$ cat config.mk
export PLATFORM = sky130hd
export DESIGN_NAME = alu_issue_unit
export DESIGN_NICKNAME = d
export VERILOG_FILES = /design/src/rtl/alu_pkg.sv /design/src/rtl/alu_issue_unit.sv
export SDC_FILE = /design/constraint.sdc
export NUM_CORES = 1
export LEC_CHECK = 0
export BUFFER_PORTS_ARGS = -buffer_cell sky130_fd_sc_hd__buf_2
export CORE_MARGIN = 4
export CORE_UTILIZATION = 52
export CTS_CLUSTER_SIZE = 24
export DETAILED_ROUTE_END_ITERATION = 8
export MAX_ROUTING_LAYER = met4
export PLACE_DENSITY = 0.86
export SLEW_MARGIN = 25
export SYNTH_ARGS = -nofsm -noshare
export SYNTH_HDL_FRONTEND = slang
export SYNTH_SLANG_ARGS = --single-unit
$ cat constraint.sdc
create_clock -name Clock -period 4 [get_ports Clock]
set_clock_uncertainty 0.2 [all_clocks]
set_input_delay 0.6 -clock Clock [delete_from_list [all_inputs] [get_ports Clock]]
set_output_delay 0.6 -clock Clock [all_outputs]
set_load 0.03 [all_outputs]
$ cat src/rtl/alu_pkg.sv
// Shared definitions for the ALU and the issue/capture stage that wraps it:
// opcode encodings, opcode legality, and the issue FSM state type.
package alu_pkg;

  localparam int ALU_WIDTH = 16;
  localparam int ALU_OP_W  = 4;

  // Opcode 0 is NOP; 6 and 9..15 are reserved.
  localparam logic [ALU_OP_W-1:0] ALU_NOP = 4'd0;
  localparam logic [ALU_OP_W-1:0] ALU_OP1 = 4'd1;
  localparam logic [ALU_OP_W-1:0] ALU_OP2 = 4'd2;
  localparam logic [ALU_OP_W-1:0] ALU_OP3 = 4'd3;
  localparam logic [ALU_OP_W-1:0] ALU_OP4 = 4'd4;
  localparam logic [ALU_OP_W-1:0] ALU_OP5 = 4'd5;
  localparam logic [ALU_OP_W-1:0] ALU_OP7 = 4'd7;
  localparam logic [ALU_OP_W-1:0] ALU_OP8 = 4'd8;

  typedef enum logic [1:0] {
    IDLE = 2'd0,
    EXEC = 2'd1,
    DONE = 2'd2
  } issue_state_t;

  // True for opcodes that the ALU actually implements.
  function automatic logic alu_op_valid(input logic [ALU_OP_W-1:0] op);
    case (op)
      ALU_OP1, ALU_OP2, ALU_OP3, ALU_OP4,
      ALU_OP5, ALU_OP7, ALU_OP8: return 1'b1;
      default:                   return 1'b0;
    endcase
  endfunction

endpackage

$ cat src/rtl/alu_issue_unit.sv
// Issue/capture stage around the clocked ALU. Accepts one request over a
// valid/ready handshake, holds the ALU inputs stable for ALU_LAT cycles,
// captures the ALU result and flags, and hands them to writeback over a
// second valid/ready handshake. Reserved opcodes never reach the ALU and
// come back as an error result.
module alu_issue_unit
  import alu_pkg::*;
#(
  parameter int WIDTH   = ALU_WIDTH,
  parameter int OP_W    = ALU_OP_W,
  parameter int ALU_LAT = 1
) (
  input  logic             Clock,
  input  logic             Reset,
  // request side
  input  logic             req_valid,
  output logic             req_ready,
  input  logic [OP_W-1:0]  req_op,
  input  logic [WIDTH-1:0] req_a,
  input  logic [WIDTH-1:0] req_b,
  // ALU side
  output logic [WIDTH-1:0] alu_in1,
  output logic [WIDTH-1:0] alu_in2,
  output logic [OP_W-1:0]  alu_op,
  input  logic [WIDTH-1:0] alu_out,
  input  logic             alu_z,
  input  logic             alu_y,
  // writeback side
  output logic             res_valid,
  input  logic             res_ready,
  output logic [WIDTH-1:0] res_data,
  output logic             res_z,
  output logic             res_y,
  output logic             res_err,
  output logic [15:0]      issue_count
);

  localparam int CNT_W = $clog2(ALU_LAT + 1);

  issue_state_t     state;
  logic [CNT_W-1:0] lat_cnt;
  logic             pend_err;  // operation in EXEC is a rejected opcode
  logic             accept;
  logic             op_ok;

  // Ready is decoded from state so DONE can retire and accept on one edge.
  always_comb begin
    // NOTE: every always_comb output gets a default first, so no path can
    // leave it unassigned and infer a latch.
    req_ready = 1'b0;
    case (state)
      IDLE:    req_ready = 1'b1;
      DONE:    req_ready = res_ready;
      default: req_ready = 1'b0;
    endcase
  end

  assign accept = req_valid & req_ready;
  assign op_ok  = alu_op_valid(req_op);

  // Issue FSM, latency counter, ALU drive, result capture and issue counter.
  // A reserved opcode spends one cycle in EXEC (counter loaded with 0) so its
  // error result appears one edge after accept; it never drives alu_op.
  // NOTE: the reset branch is asynchronous (in the sensitivity list) and all
  // state updates use non-blocking assignments so every register samples
  // pre-edge values.
  always_ff @(posedge Clock or posedge Reset) begin
    if (Reset) begin
      state       <= IDLE;
      lat_cnt     <= '0;
      pend_err    <= 1'b0;
      alu_in1     <= '0;
      alu_in2     <= '0;
      alu_op      <= '0;
      res_valid   <= 1'b0;
      res_data    <= '0;
      res_z       <= 1'b0;
      res_y       <= 1'b0;
      res_err     <= 1'b0;
      issue_count <= '0;
    end else begin
      case (state)
        EXEC: begin
          if (lat_cnt == '0) begin
            state     <= DONE;
            res_valid <= 1'b1;
            alu_op    <= '0;
            if (pend_err) begin
              res_data <= '0;
              res_z    <= 1'b0;
              res_y    <= 1'b0;
              res_err  <= 1'b1;
            end else begin
              res_data <= alu_out;
              res_z    <= alu_z;
              res_y    <= alu_y;
              res_err  <= 1'b0;
            end
          end else begin
            lat_cnt <= lat_cnt - 1'b1;
          end
        end
        DONE: begin
          if (res_ready) begin
            res_valid <= 1'b0;
            state     <= IDLE;
          end
        end
        default: ;
      endcase

      // Accept from IDLE or as a DONE fall-through; overrides the retire above.
      if (accept) begin
        state    <= EXEC;
        pend_err <= ~op_ok;
        if (op_ok) begin
          alu_in1     <= req_a;
          alu_in2     <= req_b;
          alu_op      <= req_op;
          lat_cnt     <= CNT_W'(ALU_LAT);
          issue_count <= (issue_count == 16'hFFFF) ? issue_count
                                                   : issue_count + 16'd1;
        end else begin
          lat_cnt <= '0;
        end
      end
    end
  end

endmodule

### After elaboration in Yosys (flattened, before gate mapping)

Index checks and enable logic that the tools add are counted.

* add/subtract/negate cells: 2
* $mul: 0
* divide/modulo/power cells: 0
* magnitude comparators: 0
* eq/ne operators: 14
* shift-type cells: 0
* muxes and demuxes: 21
* bitwise logic cells: 4
* reduce and logical (&&, ||, !) cells: 10

Operators with widths (count)
* adder 16 x 1 -> 16 bit (second input constant): 1
* == test 16 bit (second input constant): 1
* two-way mux 16 bit: 1
* two-way mux 4 bit: 4
* == test 4 x 3 -> 1 bit (second input constant): 3
* two-way mux 1 bit: 10
* AND reduction 3 bit: 3
* == test 4 x 2 -> 1 bit (second input constant): 2
* OR reduction 7 bit: 1
* two-way mux 2 bit: 3
* inequality test 3 bit (second input constant): 2
* == test 4 x 1 -> 1 bit (second input constant): 1
* == test 4 bit (second input constant): 1
* inequality test 2 bit (second input constant): 2
* one-hot mux 1 bit (2 select lines): 2
* one-hot mux 2 bit (2 select lines): 1
* AND reduction 2 bit: 2
* nonzero test 2 bit: 2
* NOT 1 bit: 3
* nonzero test 3 bit: 1
* == test 2 x 1 -> 1 bit (second input constant): 1
* == test 2 bit (second input constant): 1
* logical NOT 2 bit: 1
* bitwise AND 1 bit: 1
* subtractor 1 bit (second input constant): 1

* register bits after elaboration: 76
* bits in latches: 0
* RAM bits: 0
* memory bits (read-only): 0
* input port bits: 58
* output and inout bits: 73
* memories kept: 0

### Logic depth before layout (Yosys ltp)

* word-level depth: 5
* depth in mapped cells: 7
* mapped depth without buffers: 6

### Least setup slack after synthesis

Ideal clock, no wire load.

* kind: register -> register
* start: reg issue_count[0]
* end: reg issue_count[11]
* library setup time: 0.139 ns
* data arrival time: 1.952 ns
* data required time: 3.661 ns
* setup slack: 1.709 ns
* stages on the path, launching flop included: 8
* buffers on the path: 1
* period minus slack after synthesis: 2.291 ns
* cell sequence: dfrtp_1 ha_1 clkbuf_2 nand4_1 nor3_1 nor3_1 nor4b_1 xor2_1

* word-level cells in the longest chain between the ends: 3

Ends and longest elaborated chain
* start: declaration: RTL line alu_issue_unit.sv:35 `output logic [15:0] issue_count`
* start signal: assignment: RTL line alu_issue_unit.sv:121 `issue_count <= (issue_count == 16'hFFFF) ? issue_count`
* parallel branches: the longest is 3 deep, another holds adder 16 x 1 -> 16 bit

Parallel ways; which one is timed is not known.
A chain may end at the register's enable or synchronous reset.

### Worst setup path after layout

* start: reg state[0]
* end: reg alu_in1[9]

* word-level cells in the longest chain between the ends: 4

Ends and longest elaborated chain
* start: declaration: RTL line alu_issue_unit.sv:40 `issue_state_t state;`
* start signal: assignment: RTL line alu_issue_unit.sv:69 `state <= IDLE;`
* start signal: assignment: RTL line alu_issue_unit.sv:85 `state <= DONE;`
* start signal: assignment: RTL line alu_issue_unit.sv:106 `state <= IDLE;`
* == test 2 bit or logical NOT 2 bit (tied branches): RTL line alu_issue_unit.sv:51 `case (state)`
* one-hot mux 1 bit (2 select lines) *: RTL line alu_issue_unit.sv:51
* bitwise AND 1 bit *: RTL line alu_issue_unit.sv:58 `assign accept = req_valid & req_ready;`
* AND reduction 2 bit (no source line) *
* end signal: assignment: RTL line alu_issue_unit.sv:117 `alu_in1 <= req_a;`
* end: declaration: RTL line alu_issue_unit.sv:22 `output logic [WIDTH-1:0] alu_in1,`

Mark *: on every way between the ends. The rest lies on a longest branch, timed or not.

==> flow_metrics.env <==
export IMPL_rsz0062_at_grt="no"
export IMPL_root_buffer="clkbuf_8"
export IMPL_fmax_ghz=0.3825
export IMPL_grt_pass1_wl_mm=11.50
export IMPL_cts_made_buffers=9
export IMPL_r2r_end="alu_in1[9]"
export IMPL_drv_slew=0
export IMPL_antenna_found_initial=0
export IMPL_core_area_um2=5991
export IMPL_drc=0
export IMPL_wl_per_cell_um=14.69
export IMPL_crit_fanout=29
export IMPL_critical_path_class="flip-flop to flip-flop"
export IMPL_arrival_ns=2.63
export IMPL_ctsResizeCount=0
export IMPL_finalWirelength_mm=7.007
export IMPL_cts_tree="yes"
export IMPL_worstRegToRegCells=5
export IMPL_wl_met1_mm=2.985
export IMPL_cp_start_kind="flip-flop"
export IMPL_synth_fa_ha_area_share_pct=0.3868
export IMPL_syn_area_um2=3234
export IMPL_dp_final_hpwl_mm=5.063
export IMPL_gp_congestion=0.8429
export IMPL_grt_total_usage_pct=20.20
export IMPL_finalPower_mw=3.281
export IMPL_fin_ws_ns=1.385
export IMPL_grt_overflow=0
export IMPL_cts_sink_count=76
export IMPL_met2_length_mm=3.392
export IMPL_leakagePower_nw=2.068
export IMPL_synthSimpleGateAreaFrac_pct=15.44
export IMPL_post_cts_buffers=0
export IMPL_reg2reg_from="state[0]"
export IMPL_grt_max_degree=77
export IMPL_h_tree_depth=3
export IMPL_synth_compound_area_share_pct=6.151
export IMPL_hp_class="input pin to asynchronous set/reset pin"
export IMPL_cts_hold_fix_buffers=0
export IMPL_grt_pass1_vias=2368
export IMPL_yosysSeqAreaShare_pct=58.80
export IMPL_ys_ff_latch=76
export IMPL_synth_distinct_cells=36
export IMPL_fillers=464
export IMPL_period_minus_slack_ns=2.615
export IMPL_synth_nets=326
export IMPL_fin_crit_sh_pct=65.37
export IMPL_die_y_um=86.87
export IMPL_synth_avg_cell_area_um2=12.11
export IMPL_clock_latency_ns=0.34
export IMPL_num_rows=28
export IMPL_synth_xor_area_share_pct=3.791
export IMPL_end_kind="flip-flop"
export IMPL_layoutNonFillerInstCount=477
export IMPL_synth_top_family_by_area="simple AND/OR/NAND/NOR gates"
export IMPL_vias_per_cell=5.096
export IMPL_ios=131
export IMPL_rrSetupSlack_ns=1.39
export IMPL_route_met3_wl_um=533
export IMPL_place_ws_ns=1.046
export IMPL_initial_core_util_pct=53.99
export IMPL_tightest_slew_ns=0.7438
export IMPL_design_area_um2=4139
export IMPL_required_ns=4.02
export IMPL_syn_inst=267
export IMPL_drt_iter0_markers=113
export IMPL_dr_pass1_iters=4
export IMPL_drive_gt1_share_pct=47.01
export IMPL_vdd_drop_max_mv=0.4707
export IMPL_hold_viol=0
export IMPL_powerDensity_nw_per_um2=792.7
export IMPL_topRoutingLayerUsed="met4"
export IMPL_syn2layout_area_growth_pct=27.97
export IMPL_vias=2431
export IMPL_place_area_um2=3923
export IMPL_cap_violations=0
export IMPL_fin_tns_setup_ns=0
export IMPL_setup_viol=0
export IMPL_fp_dieArea_um2=7546
export IMPL_place_inst=461
export IMPL_cts_buffer_depth=2
export IMPL_synth_warnings=0
export IMPL_die_w_um=86.87
export IMPL_port_buffers=130
export IMPL_nets=456
export IMPL_hold_slack_ns=0.2225
export IMPL_fin_util_pct=69.09
export IMPL_clkTransAtPathRegs_ns=0.08
export IMPL_status="completed"
export IMPL_slew_headroom_pct=50.41
export IMPL_diodes=0
export IMPL_antenna_left=0
export IMPL_synthMuxAreaShare_pct=12.77
==> how the worst max path moves through the flow <==
stage,start,end,slack (ns),cells after the start
2_1_floorplan,Reset,alu_in1[0],1.26,1
3_3_place_gp,req_op[0],alu_in1[13],1.13,6
3_5_place_dp,req_op[0],alu_in1[9],1.05,6
4_1_cts,state[0],alu_in1[9],1.37,5
5_1_grt,state[0],alu_in1[10],1.21,5
6_report,state[0],alu_in1[9],1.39,5
==> final cells by class <==
class	instances	area, µm²	share of cell area, %
clock buffers	13	168.9	4.081
clock inverters	3	43.79	1.058
inverters	4	15.01	0.3628
multi-input cells	174	1246	30.11
flip-flops and latches	76	1902	45.95
well taps	75	93.84	2.267
repair buffers	132	669.4	16.17
==> worst max-delay path, cell delays in order (launching register included) <==
cell	delay, ns
dfrtp_1	0.44
nor2b_1	0.18
nand2_1	0.24
nor2_4	0.66
buf_4	0.39
mux2_2	0.37
==> placed cells by master (no fill, tap or decap), types with 2 or more instances in the layout <==
master / count
inv_1: 3
o21ai_0: 24
buf_2: 130
nand4_1: 9
nor2b_1: 2
xnor2_1: 11
clkbuf_8: 12
nor2_1: 2
nor3_1: 5
nand2_1: 35
nor3b_1: 3
nand3_1: 4
and2_1: 2
mux2_2: 30
nand2b_1: 19
mux2_4: 5
and3_1: 3
a21oi_1: 5
xor2_1: 3
dfrtp_1: 76
==> where the power goes <==
part	leakage [nW]	internal (mW)	switching [mW]
Combinational	1.00	0.492	0.929
Clock	0.110	0.340	0.265
Sequential	0.958	1.06	0.192
==> flip-flops by register name, summed over array words and instances, names as in the netlist <==
name	flops
alu_in1	16
alu_in2	16
issue_count	16
res_data	16
alu_op	4
state	2
lat_cnt	1
pend_err	1
res_err	1
res_valid	1
res_y	1
res_z	1
==> logic make-up after synthesis <==
family | count (synthesis)
simple gates | 90
xor+xnor | 14
fa+ha+maj | 1
buf+inv | 17
flops | 76
mux | 35
compound gates | 34
==> Yosys cell counts (all sizes together) <==
cell	count	share of area [%]
nand3	4	0.62
ha	1	0.39
nor4	1	0.66
and4	1	0.27
and3	3	0.58
xnor2	11	3.0
dfrtp	76	59
nor3	5	0.77
o21ai	24	3.7
or3b	1	0.27
nand4	9	1.7
a32oi	1	0.27
mux2	35	13
clkbuf	7	0.85
xor2	3	0.81
nor2b	2	0.39
a21oi	5	0.77
nand2b	19	3.7
inv	4	0.46
o211ai	1	0.23
a41oi	1	0.27
a31o	1	0.27
nor2	3	0.58
nor3b	3	0.70
buf	6	1.4
a211oi	1	0.62
nor4b	2	0.73
and2	2	0.39
nand2	35	4.1
==> metal layers <==
layer  global-route usage (%)  up-vias
met3                    5.109       10
li1                         -     1179
met5                        -        -
met1                    26.44     1152
met2                    30.57       90
met4                    7.507        0
Note: power is estimated with default switching activity, not from simulation.
